--- src/rtl/w25_spi_pkg.sv ---
// w25_spi_pkg: shared state type and constants for the W25-style SPI responder
//   W25_IDLE_BYTE       byte returned when local logic has nothing queued
//   W25_SYNC_STAGES     default synchronizer depth per input pin
//   W25_MIN_HALF_PERIOD shortest legal SCLK high/low time in clk cycles
package w25_spi_pkg;
    typedef enum logic {IDLE, ACTIVE} w25_state_t;
    localparam logic [7:0] W25_IDLE_BYTE = 8'hFF;
    localparam int W25_SYNC_STAGES = 2;
    localparam int W25_MIN_HALF_PERIOD = W25_SYNC_STAGES + 3;
endpackage

--- src/rtl/w25_sync_bit.sv ---
// w25_sync_bit: N-stage single-bit synchronizer with a chosen reset value
//   clk, rst : clock and synchronous active-high reset
//   d        : asynchronous input
//   q        : synchronized output
module w25_sync_bit #(
    parameter int N = 2,
    parameter logic RST_VAL = 1'b0
) (
    input  logic clk,
    input  logic rst,
    input  logic d,
    output logic q
);
    logic [N-1:0] ff;
    always_ff @(posedge clk)
        ff <= rst ? {N{RST_VAL}} : {ff[N-2:0], d};
    assign q = ff[N-1];
endmodule

--- src/rtl/w25_spi_slave.sv ---
// w25_spi_slave: SPI mode-0 responder with byte-level valid/ready interfaces
//   clk, rst                     : system clock, synchronous active-high reset
//   pin_cs_n, pin_sclk, pin_mosi : asynchronous SPI pins from the master
//   pin_miso, pin_miso_oe        : registered MISO and its output enable
//   tx_data, tx_valid, tx_ready  : byte to return, accepted into a holding register
//   rx_data, rx_valid            : received byte and its one-cycle strobe
//   sof, eof, tx_underrun        : frame start/end and idle-byte substitution strobes
module w25_spi_slave
    import w25_spi_pkg::*;
#(
    parameter int SYNC_STAGES = W25_SYNC_STAGES,
    parameter logic [7:0] IDLE_BYTE = W25_IDLE_BYTE
) (
    input  logic       clk,
    input  logic       rst,
    input  logic       pin_cs_n,
    input  logic       pin_sclk,
    input  logic       pin_mosi,
    output logic       pin_miso,
    output logic       pin_miso_oe,
    input  logic [7:0] tx_data,
    input  logic       tx_valid,
    output logic       tx_ready,
    output logic [7:0] rx_data,
    output logic       rx_valid,
    output logic       sof,
    output logic       eof,
    output logic       tx_underrun
);
    w25_state_t state_q, state_d;
    logic cs_s, sclk_s, mosi_s, cs_d, sclk_d;
    logic cs_fall, cs_rise, sclk_rise, sclk_fall;
    logic [SYNC_STAGES-1:0] vld;
    logic armed;
    logic [7:0] hold, tx_shift, load_byte;
    logic hold_full;
    logic [6:0] rx_shift;
    logic [2:0] bitcnt;
    logic go, stop, bit_in, bit_out, byte_done, load;

    w25_sync_bit #(.N(SYNC_STAGES), .RST_VAL(1'b1)) u_cs   (.clk(clk), .rst(rst), .d(pin_cs_n), .q(cs_s));
    w25_sync_bit #(.N(SYNC_STAGES), .RST_VAL(1'b0)) u_sclk (.clk(clk), .rst(rst), .d(pin_sclk), .q(sclk_s));
    w25_sync_bit #(.N(SYNC_STAGES), .RST_VAL(1'b0)) u_mosi (.clk(clk), .rst(rst), .d(pin_mosi), .q(mosi_s));

    assign tx_ready = ~hold_full;

    always_comb begin
        go        = cs_fall & (state_q == IDLE);
        stop      = cs_rise & (state_q == ACTIVE);
        bit_in    = sclk_rise & (state_q == ACTIVE) & ~cs_rise;
        bit_out   = sclk_fall & (state_q == ACTIVE) & ~cs_rise;
        byte_done = bit_in & (bitcnt == 3'd7);
        load      = go | byte_done;
        load_byte = hold_full ? hold : IDLE_BYTE;
        state_d   = go ? ACTIVE : stop ? IDLE : state_q;
    end

    always_ff @(posedge clk) begin
        if (rst) begin
            state_q     <= IDLE;
            cs_d        <= 1'b1;
            sclk_d      <= 1'b0;
            vld         <= '0;
            armed       <= 1'b0;
            cs_fall     <= 1'b0;
            cs_rise     <= 1'b0;
            sclk_rise   <= 1'b0;
            sclk_fall   <= 1'b0;
            hold        <= '0;
            hold_full   <= 1'b0;
            tx_shift    <= IDLE_BYTE;
            rx_shift    <= '0;
            bitcnt      <= '0;
            rx_data     <= '0;
            rx_valid    <= 1'b0;
            sof         <= 1'b0;
            eof         <= 1'b0;
            tx_underrun <= 1'b0;
            pin_miso    <= 1'b1;
            pin_miso_oe <= 1'b0;
        end else begin
            state_q     <= state_d;
            cs_d        <= cs_s;
            sclk_d      <= sclk_s;
            // A CS that is already low when reset releases must not look like a
            // new frame: accept falls only after CS has been seen high once the
            // synchronizer has flushed its reset value.
            vld         <= {vld[SYNC_STAGES-2:0], 1'b1};
            armed       <= armed | (vld[SYNC_STAGES-1] & cs_s);
            cs_fall     <= armed & cs_d & ~cs_s;
            cs_rise     <= ~cs_d & cs_s;
            sclk_rise   <= ~sclk_d & sclk_s;
            sclk_fall   <= sclk_d & ~sclk_s;
            rx_valid    <= byte_done;
            sof         <= go;
            eof         <= stop;
            tx_underrun <= load & ~hold_full;
            // Accept only when empty, so a load and an accept never target a full register.
            hold_full   <= hold_full ? ~load : tx_valid;
            if (tx_valid & ~hold_full)
                hold <= tx_data;
            if (load)
                tx_shift <= load_byte;
            if (bit_in) begin
                rx_shift <= {rx_shift[5:0], mosi_s};
                bitcnt   <= bitcnt + 3'd1;
            end
            if (byte_done)
                rx_data <= {rx_shift, mosi_s};
            if (go) begin
                bitcnt      <= '0;
                pin_miso    <= load_byte[7];
                pin_miso_oe <= 1'b1;
            end
            if (bit_out)
                pin_miso <= tx_shift[3'd7 - bitcnt];
            if (cs_rise) begin
                bitcnt      <= '0;
                pin_miso    <= 1'b1;
                pin_miso_oe <= 1'b0;
            end
        end
    end
endmodule

--- config.mk ---
export PLATFORM = sky130hd
export DESIGN_NAME = w25_spi_slave
export DESIGN_NICKNAME = d
export VERILOG_FILES = /design/src/rtl/w25_spi_pkg.sv /design/src/rtl/w25_sync_bit.sv /design/src/rtl/w25_spi_slave.sv
export SDC_FILE = /design/constraint.sdc
export NUM_CORES = 1
export LEC_CHECK = 0
export CORE_MARGIN = 8
export CORE_UTILIZATION = 39
export DETAILED_ROUTE_END_ITERATION = 8
export PLACE_DENSITY = 0.57
export SYNTH_ARGS = -nofsm -noshare
export SYNTH_HDL_FRONTEND = slang
export SYNTH_SLANG_ARGS = --single-unit
--- constraint.sdc ---
create_clock -name clk -period 2.3 [get_ports clk]
set_clock_uncertainty 0.2 [all_clocks]
set_input_delay 0.46 -clock clk [delete_from_list [all_inputs] [get_ports clk]]
set_output_delay 0.46 -clock clk [all_outputs]
set_load 0.005 [all_outputs]
==> flow_results.xml, run 1 <==
<?xml version="1.0" encoding="UTF-8"?>
<metrics>
  <group name="outcome">
    <metric name="outcome" unit="">finished, final reports clean</metric>
  </group>
  <group name="detailed_routing">
    <metric name="detail_route.first_pass.iterations" unit="">4</metric>
    <metric name="detailroute.via_count" unit="">1468</metric>
    <metric name="drc" unit="">0</metric>
    <metric name="average_wire_per_standard_cell" unit="µm">11.5</metric>
    <metric name="via_per_inst" unit="">4.54</metric>
    <metric name="drt_iter0_markers" unit="">40</metric>
    <metric name="drt_antenna_net_count" unit="">0</metric>
    <metric name="detail_route.wirelength" unit="mm">3.70</metric>
  </group>
  <group name="setup_path">
    <metric name="slowest_delay" unit="ns">0.54</metric>
    <metric name="startpoint_type_of_the_worst_setup_path" unit="">flip-flop</metric>
    <metric name="worst-path-max-fanout" unit="">10</metric>
    <metric name="worst-setup-path-type" unit="">flip-flop to output pin</metric>
    <metric name="crit_path_dat" unit="ns">1.38</metric>
    <metric name="sequence_of_cells_on_the_critical_path" unit="">inv_2, clkdlybuf4s50_1</metric>
    <metric name="critPathRequiredTime" unit="ns">1.64</metric>
    <metric name="endpoint_kind" unit="">output pin</metric>
    <metric name="path_buf_inv" unit="">2</metric>
    <metric name="critical-path-top-delay-family" unit="">buffers and inverters</metric>
    <metric name="crit_slowest_cell" unit="">sky130_fd_sc_hd__clkdlybuf4s50_1</metric>
  </group>
  <group name="synthesis">
    <metric name="synthAdderAreaFrac" unit="%">1.27</metric>
    <metric name="synth-compound-area-share" unit="%">8.25</metric>
    <metric name="synth_top_family_by_area" unit="">simple AND/OR/NAND/NOR gates</metric>
    <metric name="synth.yosys.warnings" unit="">0</metric>
    <metric name="yosys-mux-area-fraction" unit="%">6.48</metric>
    <metric name="synth_area" unit="µm²">1970</metric>
    <metric name="yosysSeqAreaShare" unit="%">57.9</metric>
    <metric name="synth.lib_cells_used.distinct" unit="">30</metric>
    <metric name="ys_top_cells_by_area" unit="">sky130_fd_sc_hd__dfxtp_1 58%, sky130_fd_sc_hd__nand2_1 7.2%, sky130_fd_sc_hd__a21oi_1 4.8%, sky130_fd_sc_hd__mux2i_1 4.6%, sky130_fd_sc_hd__nor2_1 4.6%</metric>
    <metric name="synth-xor-area-share" unit="%">0.444</metric>
    <metric name="synth-seq-cells" unit="">57</metric>
    <metric name="post_synth_inst_count" unit="">211</metric>
    <metric name="syn-num-nets" unit="">227</metric>
    <metric name="mean_instance_size_in_the_synthesized_netlist" unit="µm²">9.34</metric>
    <metric name="synth.largest_area_cell" unit="">sky130_fd_sc_hd__dfxtp_1</metric>
    <metric name="yosysTopAreaCellShare" unit="%">57.9</metric>
    <metric name="basic_gate_share_of_the_synthesized_area_counting_and_or_nand_and_nor_cells" unit="%">23.4</metric>
  </group>
  <group name="clocking">
    <metric name="cts_sinks" unit="">57</metric>
    <metric name="cts_tree" unit="">yes</metric>
    <metric name="clock-root-buffer" unit="">sky130_fd_sc_hd__clkbuf_8</metric>
    <metric name="post_cts_resized" unit="">0</metric>
    <metric name="cts_made_buffers" unit="">9</metric>
    <metric name="path_clk_slew" unit="ns">0.06</metric>
    <metric name="number_of_buffers_on_the_longest_clock_path" unit="">2</metric>
    <metric name="cts_hold_buffers" unit="">0</metric>
    <metric name="ctsHtreeMaxLevel" unit="">3</metric>
    <metric name="worstSkewPairLatency" unit="ns">0.33</metric>
    <metric name="cts_setup_buffers" unit="">0</metric>
  </group>
  <group name="pwr">
    <metric name="pwr_density_cell" unit="nW/µm²">789</metric>
    <metric name="ir_worst_vdd" unit="mV">0.477</metric>
    <metric name="leak_pwr" unit="nW">1.01</metric>
    <metric name="power.total" unit="mW">2.01</metric>
  </group>
  <group name="cells_and_area">
    <metric name="layout.cells.most_common" unit="">sky130_fd_sc_hd__dfxtp_1</metric>
    <metric name="num-nets-final" unit="">264</metric>
    <metric name="drive_gt1_share" unit="%">11.1</metric>
    <metric name="area_delta_synth_final" unit="%">29.5</metric>
    <metric name="fillerInstances" unit="">484</metric>
    <metric name="antennaDiodeCount" unit="">0</metric>
    <metric name="layout.cells.most_common_list" unit="">57 x sky130_fd_sc_hd__dfxtp_1, 38 x sky130_fd_sc_hd__nand2_1, 28 x sky130_fd_sc_hd__clkdlybuf4s50_1</metric>
  </group>
  <group name="timing">
    <metric name="slew_viol_final" unit="">0</metric>
    <metric name="finalHoldViolations" unit="">0</metric>
    <metric name="min_period_over_period" unit="%">88.9</metric>
    <metric name="max-slew-margin-rel" unit="%">56.7</metric>
    <metric name="fmax" unit="MHz">489</metric>
    <metric name="postLayoutSetupSlackWorst" unit="ns">0.256</metric>
    <metric name="finalSetupViolations" unit="">0</metric>
    <metric name="worst-slew-pin-transition" unit="ns">0.647</metric>
    <metric name="fin_setup_tns" unit="ns">0</metric>
    <metric name="min_period" unit="ns">2.04</metric>
    <metric name="rsz_0062_raised_after_global_routing" unit="">false</metric>
  </group>
  <group name="die">
    <metric name="total_number_of_placement_rows" unit="">26</metric>
    <metric name="initial_core_util" unit="%">39.6</metric>
    <metric name="die_height" unit="µm">87.1</metric>
    <metric name="die_span_x" unit="µm">87.1</metric>
    <metric name="die_area" unit="µm²">7580</metric>
    <metric name="design.portCount" unit="">29</metric>
    <metric name="core_footprint" unit="µm²">4980</metric>
  </group>
  <group name="grt">
    <metric name="grt_start_max_net_pins" unit="">19</metric>
    <metric name="grt_antenna_before_repair" unit="">0</metric>
    <metric name="global_route_wire_length_before_repair" unit="mm">6.33</metric>
    <metric name="grt_pass1_vias" unit="">1425</metric>
    <metric name="overflow" unit="">0</metric>
    <metric name="global_route.usage.total" unit="%">10.7</metric>
  </group>
  <group name="placement">
    <metric name="dpl.hpwl" unit="mm">2.56</metric>
    <metric name="dpl_worst_slack" unit="ns">0.353</metric>
    <metric name="globalplace.congestion" unit="">0.752</metric>
    <metric name="buffer_ports.inserted" unit="">28</metric>
  </group>
  <group name="worst_hold_path">
    <metric name="holdCritPathClass" unit="">flip-flop to flip-flop</metric>
  </group>
  <group name="flow_run">
    <metric name="maxCapViolations" unit="">0</metric>
  </group>
</metrics>
==> cell families after synthesis <==
family,after synthesis
xor+xnor,1
compound gates,31
simple gates,98
mux,11
flops,57
fa+ha+maj,2
buf+inv,11
==> state kept, by name, summed over array words and instances, names as in the netlist, 2 cells and up <==
register and count:
tx_shift 8, rx_shift 7, u_sclk.ff 2, vld 2
u_cs.ff 2, bitcnt 3, u_mosi.ff 2, rx_data 8
hold 8
==> stage by stage <==
stage                     instance area, µm²  instances  util, %  hold WS [ns]
after floorplan                         1970        211        -         0.183
after global placement                  2350        307     47.3         0.194
after detailed placement                2350        307     47.3         0.195
after CTS                               2550        323     51.3         0.213
after global routing                    2550        323     51.3         0.226
final                                   2550        323     51.3         0.206
==> path summary, 6_finish.rpt <==
kind | slack (ns) | cells past startpoint | start | to
worst min register to register | 0.21 | 1 | u_sclk.ff[1]$_SDFF_PP0_ | sclk_fall$_SDFF_PP0_
worst min-delay path | 0.21 | 1 | u_sclk.ff[1]$_SDFF_PP0_ | sclk_fall$_SDFF_PP0_
worst max-delay path | 0.26 | 2 | hold_full$_SDFF_PP0_ | tx_ready
worst max register to register | 0.43 | 4 | bitcnt[0]$_SDFFE_PP0P_ | pin_miso$_SDFFE_PP1P_
==> Yosys cell counts <==
master                      instances
sky130_fd_sc_hd__clkinv_1           1
sky130_fd_sc_hd__o21ai_0            9
sky130_fd_sc_hd__nand4b_1           1
sky130_fd_sc_hd__nor2_1            24
sky130_fd_sc_hd__nand3b_1           2
sky130_fd_sc_hd__or4_1              1
sky130_fd_sc_hd__mux4_1             1
sky130_fd_sc_hd__mux2i_1            9
sky130_fd_sc_hd__nand2b_1           2
sky130_fd_sc_hd__nor3b_1            3
sky130_fd_sc_hd__ha_1               2
sky130_fd_sc_hd__nor3_1             9
sky130_fd_sc_hd__a21oi_1           19
sky130_fd_sc_hd__and4b_1            1
sky130_fd_sc_hd__inv_2              1
sky130_fd_sc_hd__dfxtp_1           57
sky130_fd_sc_hd__o21a_1             1
sky130_fd_sc_hd__nor2b_1           10
sky130_fd_sc_hd__o22ai_1            1
sky130_fd_sc_hd__or2_2              3
sky130_fd_sc_hd__and2b_1            1
sky130_fd_sc_hd__nand2_1           38
sky130_fd_sc_hd__xor2_1             1
sky130_fd_sc_hd__nor2_2             1
sky130_fd_sc_hd__mux2_2             1
sky130_fd_sc_hd__nor4_1             1
sky130_fd_sc_hd__clkbuf_1           7
sky130_fd_sc_hd__buf_2              2
sky130_fd_sc_hd__and3_1             1
sky130_fd_sc_hd__a2111oi_0          1
==> final cells by class <==
cell class | count | area (µm²) | area share [%]
sequential | 57 | 1140 | 44.7
multi-input combinational | 143 | 786 | 30.8
timing repair buffer | 35 | 333 | 13.0
clock buffer | 11 | 141 | 5.54
tap | 70 | 87.6 | 3.43
clock inverter | 5 | 55.1 | 2.16
inverter | 2 | 7.51 | 0.294
==> report_power, final <==
group          switching, mW  total [mW]  internal [mW]  leakage [nW]
Sequential            0.0116        1.02           1.01         0.464
Combinational         0.0408      0.0852         0.0444         0.449
Clock                  0.381       0.906          0.526        0.0953
==> metal layers <==
| layer | vias to the layer above | track usage [%] | routed length (µm) |
|---|---|---|---|
| li1 | 780 | - | - |
| met1 | 656 | 12.9 | 1920 |
| met2 | 28 | 15.8 | 1550 |
| met3 | 4 | 4.81 | 186 |
| met4 | 0 | 5.16 | 44 |
| met5 | - | 0 | 0 |
No activity file was read; power rests on OpenSTA's default activity.
==> run 2: changes to the inputs <==
- PLACE_DENSITY: 0.57 -> 0.59
- clock period: 2.3 -> 1.8 ns (I/O delays scaled with it)
==> flow_results.xml, run 2 (same netlist as run 1, synthesis figures left out) <==
<?xml version="1.0" encoding="UTF-8"?>
<metrics>
  <group name="flow_run">
    <metric name="maxCapViolations" unit="">0</metric>
  </group>
  <group name="worst_hold_path">
    <metric name="min_delay_worst_endpoint" unit="">u_cs.ff[1]$_SDFF_PP1_</metric>
    <metric name="hold_path.startpoint" unit="">u_cs.ff[0]$_SDFF_PP1_</metric>
    <metric name="holdCritPathClass" unit="">flip-flop to flip-flop</metric>
    <metric name="timing.hold.worst_path_depth" unit="">1</metric>
  </group>
  <group name="clocking">
    <metric name="path_clk_slew" unit="ns">0.06</metric>
    <metric name="clock-root-buffer" unit="">sky130_fd_sc_hd__clkbuf_8</metric>
    <metric name="cts_made_buffers" unit="">9</metric>
    <metric name="cts_tree" unit="">yes</metric>
    <metric name="ctsHtreeMaxLevel" unit="">3</metric>
    <metric name="cts_hold_buffers" unit="">0</metric>
    <metric name="cts_sinks" unit="">57</metric>
    <metric name="number_of_buffers_on_the_longest_clock_path" unit="">2</metric>
    <metric name="worstSkewPairLatency" unit="ns">0.32</metric>
  </group>
  <group name="placement">
    <metric name="globalplace.congestion" unit="">0.737</metric>
    <metric name="buffer_ports.inserted" unit="">28</metric>
    <metric name="dpl.hpwl" unit="mm">2.58</metric>
    <metric name="dpl_cell_area" unit="µm²">2380</metric>
    <metric name="post-place-cells" unit="">310</metric>
  </group>
  <group name="detailed_routing">
    <metric name="drc" unit="">0</metric>
    <metric name="detailroute.via_count" unit="">1481</metric>
    <metric name="detail_route.first_pass.iterations" unit="">4</metric>
    <metric name="drt_iter0_markers" unit="">68</metric>
    <metric name="average_wire_per_standard_cell" unit="µm">11.9</metric>
    <metric name="via_per_inst" unit="">4.52</metric>
    <metric name="drt_antenna_net_count" unit="">0</metric>
    <metric name="detail_route.wirelength" unit="mm">3.91</metric>
  </group>
  <group name="pwr">
    <metric name="leak_pwr" unit="nW">1.05</metric>
    <metric name="p_int" unit="mW">2.10</metric>
    <metric name="p_sw" unit="µW">530</metric>
    <metric name="pwr_density_cell" unit="nW/µm²">1000</metric>
    <metric name="ir_worst_vdd" unit="mV">0.500</metric>
    <metric name="pwr-share-clk" unit="%">46.2</metric>
    <metric name="fraction_of_power_consumed_by_sequential_logic" unit="%">49.6</metric>
    <metric name="power.share.combinational" unit="%">4.2</metric>
    <metric name="power_switching_share" unit="%">20.2</metric>
  </group>
  <group name="cells_and_area">
    <metric name="area_delta_synth_final" unit="%">33.1</metric>
    <metric name="antennaDiodeCount" unit="">0</metric>
    <metric name="num-nets-final" unit="">269</metric>
    <metric name="layout.cells.most_common_list" unit="">54 x sky130_fd_sc_hd__dfxtp_1, 37 x sky130_fd_sc_hd__nand2_1, 27 x sky130_fd_sc_hd__clkdlybuf4s50_1</metric>
    <metric name="fillerInstances" unit="">484</metric>
    <metric name="layout.cells.most_common" unit="">sky130_fd_sc_hd__dfxtp_1</metric>
    <metric name="top_regs" unit="">hold: 8 flops, rx_data: 8 flops, tx_shift: 8 flops</metric>
    <metric name="final_design_area_no_fill" unit="µm²">2620</metric>
    <metric name="footprint_of_the_multi_input_gates" unit="µm²">808</metric>
    <metric name="ff_latch_area" unit="µm²">1150</metric>
    <metric name="drive_gt1_share" unit="%">15.1</metric>
    <metric name="fin_cells" unit="">328</metric>
  </group>
  <group name="timing">
    <metric name="min_period_over_period" unit="%">101</metric>
    <metric name="postLayoutSetupSlackWorst" unit="ns">-0.0127</metric>
    <metric name="finalSetupViolations" unit="">1</metric>
    <metric name="slew_viol_final" unit="">0</metric>
    <metric name="fmax" unit="MHz">552</metric>
    <metric name="max-slew-margin-rel" unit="%">65.2</metric>
    <metric name="worst-slew-pin-transition" unit="ns">0.520</metric>
    <metric name="rsz_0062_raised_after_global_routing" unit="">true</metric>
    <metric name="min_period" unit="ns">1.81</metric>
    <metric name="finalHoldViolations" unit="">0</metric>
  </group>
  <group name="grt">
    <metric name="global_route.usage.total" unit="%">11.4</metric>
    <metric name="grt_pass1_vias" unit="">1375</metric>
    <metric name="grt_start_max_net_pins" unit="">24</metric>
    <metric name="global_route_wire_length_before_repair" unit="mm">6.51</metric>
    <metric name="grt_antenna_before_repair" unit="">0</metric>
    <metric name="overflow" unit="">0</metric>
  </group>
  <group name="setup_path">
    <metric name="ff2ff_setup_slack" unit="ns">-0.01</metric>
    <metric name="worst-setup-path-type" unit="">flip-flop to flip-flop</metric>
    <metric name="endpoint_kind" unit="">flip-flop</metric>
    <metric name="critPathRequiredTime" unit="ns">1.80</metric>
    <metric name="worst-path-max-fanout" unit="">5</metric>
    <metric name="r2r-start" unit="">bitcnt[0]$_SDFFE_PP0P_</metric>
    <metric name="startpoint_type_of_the_worst_setup_path" unit="">flip-flop</metric>
    <metric name="crit_path_dat" unit="ns">1.81</metric>
    <metric name="rr_endpoint" unit="">pin_miso$_SDFFE_PP1P_</metric>
    <metric name="timing.reg2reg.worst_path_depth" unit="">4</metric>
  </group>
  <group name="die">
    <metric name="design.portCount" unit="">29</metric>
    <metric name="die_height" unit="µm">87.1</metric>
    <metric name="die_span_x" unit="µm">87.1</metric>
    <metric name="total_number_of_placement_rows" unit="">26</metric>
    <metric name="die_area" unit="µm²">7580</metric>
    <metric name="core_footprint" unit="µm²">4980</metric>
    <metric name="initial_core_util" unit="%">39.6</metric>
  </group>
  <group name="outcome">
    <metric name="failing_checks" unit="">setup timing</metric>
    <metric name="outcome" unit="">complete, but fails checks</metric>
  </group>
</metrics>
## run 2: cell count changes in the layout (fill, tap and decap cells not counted), moves of 2 or more
cell / change
sky130_fd_sc_hd__buf_4: +4
sky130_fd_sc_hd__dfxtp_1: -3
sky130_fd_sc_hd__clkbuf_8: +2
sky130_fd_sc_hd__clkinvlp_4: -2
sky130_fd_sc_hd__dfxtp_4: +2
sky130_fd_sc_hd__nor2_4: +2
## run 2: critical path, stage by stage (launching register included)
cell	delay, ns
sky130_fd_sc_hd__dfxtp_4	0.38
sky130_fd_sc_hd__mux4_2	0.50
sky130_fd_sc_hd__nor2b_1	0.13
sky130_fd_sc_hd__nor4_1	0.06
sky130_fd_sc_hd__or4_1	0.41
## run 2: final cells by class
class | count | share of cell area [%]
Inverter | 2 | 0.286
Sequential cell | 57 | 43.8
Timing Repair Buffer | 39 | 13.8
Clock buffer | 14 | 6.58
Tap cell | 70 | 3.34
Multi-Input combinational cell | 144 | 30.8
Clock inverter | 2 | 1.34
## run 2: through the flow
step                hold slack (ns)  util (%)  setup WS (ns)  total power, mW  setup TNS [ns]
floorplan                     0.183         -         0.0353             1.38               0
global placement              0.192      47.9         0.0135             1.44               0
detailed placement            0.197      47.9        -0.0417             1.44         -0.0417
CTS                           0.212      52.1       -0.00577             2.66        -0.00577
global route                  0.224      52.7         -0.116             2.75          -0.209
finish                        0.216      52.7        -0.0127             2.63         -0.0127
## run 2: per-layer routing
metal | share of wire, % | track usage, % | vias up
met5 | 0 | 0 | -
met1 | 50 | 14.3 | 660
met3 | 4.9 | 4.34 | 6
met2 | 43 | 15.5 | 26
met4 | 1.2 | 8.14 | 0
li1 | - | - | 789
## run 2: worst max-delay path by stage
stage,start,endpoint,cells after the start
finish,bitcnt[0]$_SDFFE_PP0P_,pin_miso$_SDFFE_PP1P_,4
global placement,bitcnt[0]$_SDFFE_PP0P_,pin_miso$_SDFFE_PP1P_,4
CTS,bitcnt[0]$_SDFFE_PP0P_,pin_miso$_SDFFE_PP1P_,4
global route,bitcnt[0]$_SDFFE_PP0P_,pin_miso$_SDFFE_PP1P_,4
detailed placement,bitcnt[0]$_SDFFE_PP0P_,pin_miso$_SDFFE_PP1P_,4
floorplan,bitcnt[1]$_SDFFE_PP0P_,tx_shift[0]$_SDFFE_PP1P_,7
## run 2: repair_timing
action | 4_1_cts | 5_1_grt
gates cloned | 0 | 1
buffers inserted | 0 | 1
endpoints found under the setup margin | 3 | 9
pin swaps | 1 | 0
resized for setup | 6 | 6
## run 2: power groups by stage
stage          registers (mW)  logic, mW  clock network, mW
5_1_grt                  1.31      0.127               1.32
2_1_floorplan            1.33     0.0567                  0
3_3_place_gp             1.33      0.112                  0
4_1_cts                  1.30      0.112               1.25
3_5_place_dp             1.33      0.113                  0
6_report                 1.30      0.111               1.21
==> run 3: changes to the inputs <==
- PLACE_DENSITY: 0.59 -> 0.65
==> flow_results.xml, run 3 (same netlist as run 1, synthesis figures left out) <==
<?xml version="1.0" encoding="UTF-8"?>
<metrics>
  <group name="outcome">
    <metric name="outcome" unit="">finished, final reports clean</metric>
  </group>
  <group name="setup_path">
    <metric name="crit_path_dat" unit="ns">1.79</metric>
    <metric name="path_buf_inv" unit="">0</metric>
    <metric name="worst-path-stages" unit="">4</metric>
    <metric name="ff2ff_setup_slack" unit="ns">0.005</metric>
    <metric name="timing.reg2reg.worst_path_depth" unit="">4</metric>
    <metric name="critical-path-top-delay-family" unit="">simple AND/OR/NAND/NOR gates</metric>
    <metric name="endpoint" unit="">pin_miso$_SDFFE_PP1P_</metric>
    <metric name="sequence_of_cells_on_the_critical_path" unit="">and2b_1, a2111oi_1, nor4_1, or4_1</metric>
    <metric name="r2r-start" unit="">bitcnt[1]$_SDFFE_PP0P_</metric>
    <metric name="worst-setup-path-type" unit="">flip-flop to flip-flop</metric>
    <metric name="rr_endpoint" unit="">pin_miso$_SDFFE_PP1P_</metric>
    <metric name="endpoint_kind" unit="">flip-flop</metric>
    <metric name="crit_path_start" unit="">bitcnt[1]$_SDFFE_PP0P_</metric>
    <metric name="worst-path-max-fanout" unit="">6</metric>
    <metric name="crit_slowest_cell" unit="">sky130_fd_sc_hd__or4_1</metric>
    <metric name="slowest_delay" unit="ns">0.41</metric>
    <metric name="critPathRequiredTime" unit="ns">1.80</metric>
    <metric name="startpoint_type_of_the_worst_setup_path" unit="">flip-flop</metric>
  </group>
  <group name="cells_and_area">
    <metric name="antennaDiodeCount" unit="">0</metric>
    <metric name="footprint_of_the_multi_input_gates" unit="µm²">806</metric>
    <metric name="fillerInstances" unit="">508</metric>
    <metric name="top_regs" unit="">hold: 8 flops, rx_data: 8 flops, tx_shift: 8 flops</metric>
    <metric name="num-nets-final" unit="">269</metric>
    <metric name="area_delta_synth_final" unit="%">32.4</metric>
    <metric name="layout.cells.most_common" unit="">sky130_fd_sc_hd__dfxtp_1</metric>
    <metric name="post-route-util" unit="%">52.4</metric>
    <metric name="fin_cells" unit="">328</metric>
    <metric name="layout.cells.most_common_list" unit="">52 x sky130_fd_sc_hd__dfxtp_1, 38 x sky130_fd_sc_hd__nand2_1, 27 x sky130_fd_sc_hd__clkdlybuf4s50_1</metric>
    <metric name="ff_latch_area" unit="µm²">1150</metric>
    <metric name="drive_gt1_share" unit="%">15.9</metric>
  </group>
  <group name="clocking">
    <metric name="path_clk_slew" unit="ns">0.07</metric>
    <metric name="worstSkewPairLatency" unit="ns">0.33</metric>
    <metric name="cts_tree" unit="">yes</metric>
    <metric name="clock-root-buffer" unit="">sky130_fd_sc_hd__clkbuf_8</metric>
    <metric name="cts_setup_buffers" unit="">0</metric>
    <metric name="cts_hold_buffers" unit="">0</metric>
    <metric name="cts_sinks" unit="">57</metric>
    <metric name="cts_made_buffers" unit="">9</metric>
    <metric name="number_of_buffers_on_the_longest_clock_path" unit="">2</metric>
    <metric name="ctsHtreeMaxLevel" unit="">3</metric>
  </group>
  <group name="pwr">
    <metric name="fraction_of_power_consumed_by_sequential_logic" unit="%">50.4</metric>
    <metric name="pwr-share-clk" unit="%">45.2</metric>
    <metric name="p_int" unit="mW">2.02</metric>
    <metric name="power_switching_share" unit="%">21.9</metric>
    <metric name="p_sw" unit="µW">567</metric>
    <metric name="pwr_density_cell" unit="nW/µm²">991</metric>
    <metric name="ir_worst_vdd" unit="mV">0.512</metric>
    <metric name="leak_pwr" unit="nW">1.04</metric>
    <metric name="power.share.combinational" unit="%">4.4</metric>
    <metric name="power.total" unit="mW">2.59</metric>
  </group>
  <group name="placement">
    <metric name="globalplace.congestion" unit="">0.814</metric>
    <metric name="dpl.hpwl" unit="mm">2.52</metric>
    <metric name="post-place-cells" unit="">311</metric>
    <metric name="dpl_worst_slack" unit="ns">-0.0236</metric>
    <metric name="buffer_ports.inserted" unit="">28</metric>
  </group>
  <group name="die">
    <metric name="total_number_of_placement_rows" unit="">26</metric>
    <metric name="die_height" unit="µm">87.1</metric>
    <metric name="initial_core_util" unit="%">39.6</metric>
    <metric name="die_area" unit="µm²">7580</metric>
    <metric name="die_span_x" unit="µm">87.1</metric>
    <metric name="design.portCount" unit="">29</metric>
    <metric name="core_footprint" unit="µm²">4980</metric>
  </group>
  <group name="grt">
    <metric name="grt_start_max_net_pins" unit="">18</metric>
    <metric name="overflow" unit="">0</metric>
    <metric name="global_route_wire_length_before_repair" unit="mm">6.38</metric>
    <metric name="global_route.usage.total" unit="%">11.0</metric>
    <metric name="grt_antenna_before_repair" unit="">0</metric>
    <metric name="grt_pass1_vias" unit="">1382</metric>
  </group>
  <group name="flow_run">
    <metric name="maxCapViolations" unit="">0</metric>
  </group>
  <group name="timing">
    <metric name="worst-slew-pin-transition" unit="ns">0.493</metric>
    <metric name="fmax" unit="MHz">557</metric>
    <metric name="finalHoldViolations" unit="">0</metric>
    <metric name="finalSetupViolations" unit="">0</metric>
    <metric name="postLayoutSetupSlackWorst" unit="ns">0.00473</metric>
    <metric name="max-slew-margin-rel" unit="%">67.1</metric>
    <metric name="fin_setup_tns" unit="ns">0</metric>
    <metric name="min_period_over_period" unit="%">99.7</metric>
    <metric name="min_period" unit="ns">1.80</metric>
    <metric name="rsz_0062_raised_after_global_routing" unit="">true</metric>
    <metric name="slew_viol_final" unit="">0</metric>
  </group>
  <group name="detailed_routing">
    <metric name="drc" unit="">0</metric>
    <metric name="detail_route.wirelength" unit="mm">3.81</metric>
    <metric name="via_per_inst" unit="">4.61</metric>
    <metric name="average_wire_per_standard_cell" unit="µm">11.6</metric>
    <metric name="drt_antenna_net_count" unit="">0</metric>
    <metric name="drt_iter0_markers" unit="">41</metric>
    <metric name="detailroute.via_count" unit="">1513</metric>
    <metric name="detail_route.first_pass.iterations" unit="">4</metric>
  </group>
  <group name="worst_hold_path">
    <metric name="holdCritPathClass" unit="">flip-flop to flip-flop</metric>
  </group>
</metrics>
## run 3: cell types whose count changed in the layout (fill, tap and decap cells not counted), sizes merged
| cell | before | now |
|---|---|---|
| clkbuf | 14 | 11 |
| clkinvlp | 0 | 2 |
| clkinv | 2 | 3 |
## run 3: worst min path at each step
stage / from / end / depth (start not counted)
after floorplan: sclk_d$_SDFF_PP0_ / sclk_rise$_SDFF_PP0_ / 1
after global placement: u_cs.ff[0]$_SDFF_PP1_ / u_cs.ff[1]$_SDFF_PP1_ / 1
after detailed placement: sclk_d$_SDFF_PP0_ / sclk_rise$_SDFF_PP0_ / 1
after CTS: u_cs.ff[0]$_SDFF_PP1_ / u_cs.ff[1]$_SDFF_PP1_ / 1
after global routing: u_cs.ff[0]$_SDFF_PP1_ / u_cs.ff[1]$_SDFF_PP1_ / 1
final: sclk_d$_SDFF_PP0_ / sclk_rise$_SDFF_PP0_ / 1
## run 3: layout make-up
cell class              instances  area share [%]
well taps                      70            3.36
clock inverters                 5            2.11
clock buffers                  11            5.42
multi-input cells             144            30.9
inverters                       2           0.288
repair buffers                 39            14.0
flip-flops and latches         57            44.0
## run 3: metal layers
metal	part of all wire [%]	vias to the layer above	global-route usage (%)	wire [µm]
li1	-	791	-	-
met5	0	-	0	0
met3	5.9	10	4.25	223
met2	43	28	15.5	1650
met1	48	684	13.5	1840
met4	2.4	0	7.04	91
## run 3: worst register-to-register path: stages, from the launching register on
cell                        delay [ns]
sky130_fd_sc_hd__dfxtp_2          0.38
sky130_fd_sc_hd__and2b_1          0.19
sky130_fd_sc_hd__a2111oi_1        0.37
sky130_fd_sc_hd__nor4_1           0.11
sky130_fd_sc_hd__or4_1            0.41
## run 3: stage by stage
| stage | hold WS, ns | instance area, µm² |
|---|---|---|
| 2_1_floorplan | 0.183 | 1980 |
| 3_3_place_gp | 0.192 | 2390 |
| 3_5_place_dp | 0.194 | 2390 |
| 4_1_cts | 0.212 | 2590 |
| 5_1_grt | 0.225 | 2610 |
| 6_report | 0.208 | 2610 |
## run 3: timing repair
action | in CTS | in global routing
setup endpoints to repair | 2 | 11
gates resized for setup | 5 | 6
cloned | 0 | 1
pin swaps | 0 | 1
## run 3: power by group through the flow
stage / logic [mW] / registers, mW / clock network, mW
CTS: 0.114 / 1.30 / 1.21
floorplan: 0.0567 / 1.33 / 0
finish: 0.113 / 1.30 / 1.17
detailed placement: 0.115 / 1.33 / 0
global route: 0.127 / 1.31 / 1.26
global placement: 0.114 / 1.33 / 0
